`src/rtl/mbist_march_ctrl.sv`:
```
// March C- MBIST controller: drives memory commands and checks read data two cycles later.
// Optional MBIST_STOP_ON_FAIL_EN aborts to DONE on the first mismatch.
module mbist_march_ctrl #(
    parameter int unsigned DATA_WIDTH    = 8,
    parameter int unsigned ADDR_WIDTH    = 4,
    parameter int unsigned CAPACITY      = 16,
    parameter int unsigned ERR_CNT_WIDTH = 8
) (
    input  logic                     clk,
    input  logic                     rst_n,
    input  logic                     start,
    output logic                     busy,
    output logic                     done,
    output logic                     pass,
    output logic                     fail,
    output logic [ADDR_WIDTH-1:0]    fail_addr,
    output logic [DATA_WIDTH-1:0]    fail_data,
    output logic [ERR_CNT_WIDTH-1:0] err_cnt,
    output logic                     write_read,
    output logic [ADDR_WIDTH-1:0]    address,
    output logic [DATA_WIDTH-1:0]    wdata,
    input  logic [DATA_WIDTH-1:0]    rdata
);

    typedef enum logic [2:0] {
        S_IDLE,
        S_SETUP,
        S_RUN,
        S_DRAIN,
        S_DONE
    } state_t;

    localparam logic [ADDR_WIDTH-1:0]    ADDR_LAST = ADDR_WIDTH'(CAPACITY - 1);
    localparam logic [ADDR_WIDTH-1:0]    ADDR_ONE  = ADDR_WIDTH'(1);
    localparam logic [ERR_CNT_WIDTH-1:0] ERR_ONE   = ERR_CNT_WIDTH'(1);
    localparam logic [2:0]               ELEM_LAST = 3'd5;

    // Element table: E0 up w0, E1 up r0w1, E2 up r1w0, E3 down r0w1, E4 down r1w0, E5 up r0
    function automatic logic elem_up(input logic [2:0] e);
        return (e == 3'd0) || (e == 3'd1) || (e == 3'd2) || (e == 3'd5);
    endfunction

    function automatic logic elem_two_op(input logic [2:0] e);
        return (e >= 3'd1) && (e <= 3'd4);
    endfunction

    function automatic logic [DATA_WIDTH-1:0] elem_wbg(input logic [2:0] e);
        logic [DATA_WIDTH-1:0] bg;
        bg = ((e == 3'd1) || (e == 3'd3)) ? '1 : '0;
        return bg;
    endfunction

    function automatic logic [DATA_WIDTH-1:0] elem_rbg(input logic [2:0] e);
        logic [DATA_WIDTH-1:0] bg;
        bg = ((e == 3'd2) || (e == 3'd4)) ? '1 : '0;
        return bg;
    endfunction

    state_t                  state_q, state_d;
    logic [2:0]              elem_q, elem_d, elem_nxt;
    logic [ADDR_WIDTH-1:0]   addr_q, addr_d;
    logic                    phase_q, phase_d;
    logic [DATA_WIDTH-1:0]   wdata_q, wdata_d;
    logic                    drain_q, drain_d;

    logic                    p1_valid, p2_valid;
    logic [ADDR_WIDTH-1:0]   p1_addr, p2_addr;
    logic [DATA_WIDTH-1:0]   p1_exp, p2_exp;

    logic                    fail_q;
    logic [ADDR_WIDTH-1:0]   fail_addr_q;
    logic [DATA_WIDTH-1:0]   fail_data_q;
    logic [ERR_CNT_WIDTH-1:0] err_cnt_q;

    logic two_op, cur_write, op_done, at_last, rd_push, mismatch, launch, abort, active;

    always_comb begin
        two_op    = elem_two_op(elem_q);
        cur_write = two_op ? phase_q : (elem_q != ELEM_LAST);
        op_done   = !two_op || phase_q;
        at_last   = elem_up(elem_q) ? (addr_q == ADDR_LAST) : (addr_q == '0);
        elem_nxt  = elem_q + 3'd1;
        active    = (state_q == S_SETUP) || (state_q == S_RUN) || (state_q == S_DRAIN);
        rd_push   = (state_q == S_RUN) && !cur_write;
        // Case inequality so an undriven/X read word is reported as a mismatch
        mismatch  = p2_valid && (rdata !== p2_exp);
        launch    = ((state_q == S_IDLE) || (state_q == S_DONE)) && start;
`ifdef MBIST_STOP_ON_FAIL_EN
        abort     = mismatch && active;
`else
        abort     = 1'b0;
`endif
    end

    always_comb begin
        state_d = state_q;
        elem_d  = elem_q;
        addr_d  = addr_q;
        phase_d = phase_q;
        wdata_d = wdata_q;
        drain_d = drain_q;
        case (state_q)
            S_IDLE, S_DONE: begin
                if (start) begin
                    state_d = S_SETUP;
                    elem_d  = 3'd0;
                    addr_d  = '0;
                    phase_d = 1'b0;
                    wdata_d = elem_wbg(3'd0);
                end
            end
            S_SETUP: begin
                state_d = S_RUN;
                phase_d = 1'b0;
            end
            S_RUN: begin
                if (!op_done) begin
                    phase_d = 1'b1;
                end else if (!at_last) begin
                    phase_d = 1'b0;
                    addr_d  = elem_up(elem_q) ? addr_q + ADDR_ONE : addr_q - ADDR_ONE;
                end else if (elem_q == ELEM_LAST) begin
                    state_d = S_DRAIN;
                    drain_d = 1'b0;
                end else begin
                    state_d = S_SETUP;
                    elem_d  = elem_nxt;
                    addr_d  = elem_up(elem_nxt) ? '0 : ADDR_LAST;
                    phase_d = 1'b0;
                    wdata_d = elem_wbg(elem_nxt);
                end
            end
            S_DRAIN: begin
                if (drain_q) state_d = S_DONE;
                else         drain_d = 1'b1;
            end
            default: state_d = S_IDLE;
        endcase
        if (abort) state_d = S_DONE;
    end

    always_ff @(posedge clk or negedge rst_n) begin
        if (!rst_n) begin
            state_q <= S_IDLE;
            elem_q  <= '0;
            addr_q  <= '0;
            phase_q <= 1'b0;
            wdata_q <= '0;
            drain_q <= 1'b0;
        end else begin
            state_q <= state_d;
            elem_q  <= elem_d;
            addr_q  <= addr_d;
            phase_q <= phase_d;
            wdata_q <= wdata_d;
            drain_q <= drain_d;
        end
    end

    always_ff @(posedge clk or negedge rst_n) begin
        if (!rst_n) begin
            p1_valid <= 1'b0;
            p1_addr  <= '0;
            p1_exp   <= '0;
            p2_valid <= 1'b0;
            p2_addr  <= '0;
            p2_exp   <= '0;
        end else begin
            p1_valid <= rd_push && !abort;
            p1_addr  <= addr_q;
            p1_exp   <= elem_rbg(elem_q);
            p2_valid <= p1_valid && !abort;
            p2_addr  <= p1_addr;
            p2_exp   <= p1_exp;
        end
    end

    always_ff @(posedge clk or negedge rst_n) begin
        if (!rst_n) begin
            fail_q      <= 1'b0;
            fail_addr_q <= '0;
            fail_data_q <= '0;
            err_cnt_q   <= '0;
        end else if (launch) begin
            fail_q      <= 1'b0;
            fail_addr_q <= '0;
            fail_data_q <= '0;
            err_cnt_q   <= '0;
        end else if (mismatch) begin
            if (err_cnt_q != '1) err_cnt_q <= err_cnt_q + ERR_ONE;
            if (!fail_q) begin
                fail_q      <= 1'b1;
                fail_addr_q <= p2_addr;
                fail_data_q <= rdata;
            end
        end
    end

    assign busy       = active;
    assign done       = (state_q == S_DONE);
    assign pass       = done && !fail_q;
    assign fail       = fail_q;
    assign fail_addr  = fail_addr_q;
    assign fail_data  = fail_data_q;
    assign err_cnt    = err_cnt_q;
    assign write_read = (state_q == S_RUN) && cur_write;
    assign address    = addr_q;
    assign wdata      = wdata_q;

endmodule

```
`config.mk`:
```
export PLATFORM = sky130hd
export DESIGN_NAME = mbist_march_ctrl
export DESIGN_NICKNAME = d
export VERILOG_FILES = /design/src/rtl/mbist_march_ctrl.sv
export SDC_FILE = /design/constraint.sdc
export NUM_CORES = 1
export LEC_CHECK = 0
export ABC_AREA = 1
export ABC_CLOCK_PERIOD_IN_PS = 4000
export CORE_ASPECT_RATIO = 1.1
export CORE_MARGIN = 2
export CORE_UTILIZATION = 35
export DETAILED_ROUTE_END_ITERATION = 7
export DONT_BUFFER_PORTS = 1
export HOLD_SLACK_MARGIN = 0.06
export PLACE_DENSITY = 0.52
export RECOVER_POWER = 100
export SETUP_SLACK_MARGIN = 0.05
export SLEW_MARGIN = 15
export SYNTH_ARGS = -nofsm -noshare
export SYNTH_HDL_FRONTEND = slang
export SYNTH_SLANG_ARGS = --single-unit
export TNS_END_PERCENT = 1
```
`constraint.sdc`:
```
create_clock -name clk -period 4 [get_ports clk]
set_input_delay 0.8 -clock clk [delete_from_list [all_inputs] [get_ports clk]]
set_output_delay 0.8 -clock clk [all_outputs]
set_load 0.02 [all_outputs]
```
**Word-level counts from Yosys, hierarchy flattened**

Index checks and enable logic that the tools add are counted.

- Register bits after elaboration: 67
- Output and inout bits: 37

- $lt $le $gt $ge: 2
- $add $sub $neg: 4
- Eq/ne operators: 25
- Mux-type cells: 47
- Reduce and logical (&&, ||, !) cells: 38

Operators by type and width:

| operator | number |
|---|---|
| 8-bit 2-to-1 mux | 12 |
| 4-bit 2-to-1 mux | 9 |
| 3-bit 2-to-1 mux | 8 |
| 8-bit case mux with 2 select lines | 1 |
| 3-bit by 2-bit == test with 1-bit output, second input constant | 5 |
| 3-bit == test, second input constant | 4 |
| 1-bit logical OR | 12 |
| 2-bit != test, second input constant | 6 |
| 3-bit case mux with 4 select lines | 1 |
| 4-bit AND reduction | 3 |
| 1-bit 2-to-1 mux | 11 |
| 3-bit by 1-bit == test with 1-bit output, second input constant | 3 |
| 3-bit logical NOT | 3 |
| 8-bit by 1-bit adder with 8-bit output, second input constant | 1 |
| 8-bit != test, second input constant | 1 |
| 8-bit case inequality test | 1 |
| 4-bit case mux with 2 select lines | 1 |
| 2-bit nonzero test | 4 |
| 1-bit logical AND | 6 |
| 3-bit != test, second input constant | 2 |
| 3-bit case mux with 2 select lines | 1 |
| 5-bit AND reduction | 1 |
| 4-bit by 1-bit adder with 4-bit output, second input constant | 1 |
| 4-bit == test, second input constant | 1 |
| other kinds (15) | 18 |

**Depth between registers and ports, before layout**

- Depth after elaboration: 10
- Gate-level depth with buffers: 11

**Worst setup path after synthesis**

OpenSTA, ideal clock, no wires.

- Path kind: register -> output
- Start point: register elem_q[0]
- End point: output write_read
- Arrival time: 1.361 ns
- Slack: 1.839 ns
- Cell stages (with the launch flop): 8
- Path buffers: 0
- Path through: dfrtp_1 > inv_2 > ha_1 > inv_1 > nand2_1 > nand3_1 > nand2_1 > nor2_1

- Cells in the longest elaborated chain, start to end: 4

RTL lines:

| element | line | text |
|---|---|---|
| start, declared | 60 | `logic [2:0] elem_q, elem_d, elem_nxt;` |
| start signal, assigned | 152 | `elem_q <= elem_d;` |
| 3-bit by 1-bit >= comparator with 1-bit output or 3-bit less-or-equal comparator (tied branches) | 44 | `return (e >= 3'd1) && (e <= 3'd4);` |
| 1-bit logical AND | 44 |  |
| 1-bit 2-to-1 mux (*) | 79 | `cur_write = two_op ? phase_q : (elem_q != ELEM_LAST);` |
| 1-bit logical AND (*) | 206 | `assign write_read = (state_q == S_RUN) && cur_write;` |
| end, declared | 19 | `output logic write_read,` |

Mark *: on every way between the ends. The rest lies on a longest branch, timed or not.

==> results.md <==
- Status: finished, violations left
- Violated checks: design-rule violations, max-capacitance violations, max-slew violations
- Post-route setup TNS: 0 ns
- Die H: 94.1 microns
- Worst-case reg-to-reg path depth: 3
- # resized after CTS: 0
- Synth warn: 0
- Residual DRC: 6
- CTS tree: done
- Final HPWL from detailed placement: 3790 microns
- Area contributors post-synth: dfrtp_1 (45%), nand2_1 (14%), nand3_1 (7.4%)
- VDD IR-drop max: 0.133 mV
- Setup CP Type: flip-flop to output port
- Avg Cell Area, Syn: 7.95 sq um
- Crit end category: output port
- Crit path max-delay family: buffers and inverters
- Compound-cell area share of the yosys netlist: 0.0276
- Synth Area in XOR/XNOR: 0.0170
- Cell taking the most area after synthesis: dfrtp_1
- Vias in the first global route: 1940
- Register area share after synthesis: 0.446
- Rel. slew slack: -0.272
- Vias after detailed routing: 2021
- Combinational family with the most area after synthesis: simple AND/OR/NAND/NOR gates
- Hold slack final: 0.174 ns
- Final Skew: 0.0115 ns
- Final ANT Viol Nets: 0
- CP peak stage delay: 1.37 ns
- Rows: 32
- CP bufs+invs: 1
- IO Count: 48
- Chip width: 85.9 microns
- WL final: 5120 microns
- Clock slew at reported path FFs: 0.10 ns
- CP Cell Sequence: clkbuf_1
- Startpoint Class: flip-flop
- Maximum fanout along the worst path: 9
- Clock Sinks: 46
- Measured slew at the worst slew-check pin: 1.91 ns
- CTS max path bufs: 2
- Die area: 8080 sq um
- CTS Buf Count: 5
- Core area: 7090 sq um
- Post-synthesis adder-cell area fraction: 0.0417
- Port Buf Inserts: 0
- First-pass GRT wire length: 9070 microns
- Root buffer cell: clkbuf_8
- Worst skew pair latency: 0.30 ns
- Unrepaired setup endpoints after global routing: no
- Hold Crit Class: primary input to async pin
- Mux cell area share after synthesis: 0
- Final setup violation count: 0
- Arr. time, crit path: 2.00 ns
- Fmax: 0.358 GHz
- Number of cells on the critical path: 1
- Fin. Hold Viols: 0
- PwrDens: 355 nW/um^2
- Leak Pwr: 1.45 nW
- Max-cap violations: 1
- Min Tclk post-route: 2.80 ns
- Worst Path Required: 3.20 ns
- Gpl congestion: 0.875
- Initial antenna violation count: 0
- Total Routing Usage GR: 0.139
- Synth Net Count: 344
- Fillers: 762
- Layout Cells excl Fill: 405
- Slowest stage cell, crit path: clkbuf_1
- Post-CTS Hold Buffers: 0
- Post-route core utilization: 0.375
- Placed cells: 397
- Area grow syn2layout: 2.96%
- Max-slew violation count: 2
- Starting Density: 0.364
- DR WL/cell: 12.6 microns
- Via-per-instance ratio: 4.99
- #FFs+latches synth: 46
- Starting DRT DRC Count: 108
- Simple-Gate Fraction of Synth Area: 0.377
- # H-tree levels: 2
- GRT Residual Overflow: 0
- Final Cycle Share: 0.699
- DRT Pass-1 Iters: 6
- Syn Inst Count: 325
- Area share of the largest cell type after synthesis: 0.446
- Number of antenna diodes: 0
- Largest net degree at the start of global routing: 47
- Cell Area, Synth: 2580 sq um
- Library cells used by synthesis: 28
- Setup Fix Bufs, Post-CTS: 0
- Share of layout cells above drive strength 1: 0.0688
- Total Power: 0.943 mW
- # nets final: 338
power breakdown:
part | total [mW] | switching [mW] | internal (mW)
Sequential | 0.560 | 0.0710 | 0.489
Combinational | 0.0941 | 0.0532 | 0.0409
Clock | 0.290 | 0.164 | 0.126
Total | 0.943 | 0.288 | 0.656
registers in the layout, summed over array words and instances (netlist names):
signal	count
fail	1
fail_addr	4
p2_valid	1
fail_data	8
phase_q	1
drain_q	1
p1_valid	1
elem_q	3
address	4
p1_addr	4
wdata	1
state_q	3
err_cnt	8
p2_exp	1
p1_exp	1
p2_addr	4
worst register-to-register path, delay by kind of cell (launching register included):
kind,cells,cell delay [ns]
simple gates,2,0.24
flops,1,0.33
buf+inv,1,1.37
Yosys cell counts:
library cell,instances
buf_4,7
buf_1,2
buf_6,1
o21ai_0,5
nor2_1,21
nor2_4,1
buf_2,4
nand2_2,5
nand2_4,5
nor3_1,1
o21a_1,3
dfrtp_1,46
nor2_2,4
a21oi_1,3
inv_2,4
xor2_1,5
fa_1,1
nand2_1,93
clkinv_2,1
clkbuf_1,2
nand4_1,28
nand3_1,38
a21oi_2,1
ha_1,7
nand3b_1,2
or2_0,1
inv_1,31
nand3_2,3
cells by family (layout without fill, tap and decap cells):
group | Yosys count | after routing
and+or+nand+nor | 202 | 202
buffers and inverters | 52 | 47
DFF | 46 | 46
AOI/OAI and AO/OA | 12 | 12
adders and majority gates | 8 | 8
xor gates and xnor gates | 5 | 5
area by class of cell:
class                   instances  area (sq um)  area share
multi-input cells             227          1160       0.435
clock buffers                   5          68.8      0.0259
clock inverters                 3          25.0     0.00941
well taps                      85           106      0.0400
flip-flops and latches         46          1150       0.433
inverters                      36           136      0.0513
repair buffers                  3          15.0     0.00565
metal layers:
| layer | wire length, microns | vias to the layer above | GRT usage |
|---|---|---|---|
| met4 | 69 | 0 | 0.0463 |
| li1 | - | 1032 | - |
| met3 | 224 | 6 | 0.0334 |
| met1 | 2330 | 949 | 0.178 |
| met2 | 2500 | 34 | 0.229 |
| met5 | 0 | - | 0 |
path summary, 6_finish.rpt:
path / to / from / slack [ns]
max: wdata[1] / wdata[6] / 1.20
min: fail_data[3] / rst_n / 0.17
min in group clk: p2_addr[1] / p1_addr[1] / 0.34
max reg2reg: wdata[6] / wdata[6] / 2.00
max in group asynchronous: p1_addr[2] / rst_n / 3.71
min reg2reg: p2_addr[1] / p1_addr[1] / 0.34
cells in the final DEF, fill, tap and decap left out, drive strengths merged:
master    synthesis  final
a21oi             4      4
buf              14      1
clkbuf            2      7
clkinv            1      2
clkinvlp          0      1
dfrtp            46     46
fa                1      1
ha                7      7
inv              35     36
nand2           103    103
nand3            41     41
nand3b            2      2
nand4            28     28
nor2             26     26
nor3              1      1
o21a              3      3
o21ai             5      5
or2               1      1
xor2              5      5
through the flow:
stage / instance area, sq um / setup slack [ns]
6_report: 2660 / 1.20
3_3_place_gp: 2610 / 1.75
5_1_grt: 2660 / 1.07
3_5_place_dp: 2610 / 1.70
2_1_floorplan: 2580 / 1.84
4_1_cts: 2710 / 1.36
No activity file was read; power rests on OpenSTA's default activity.
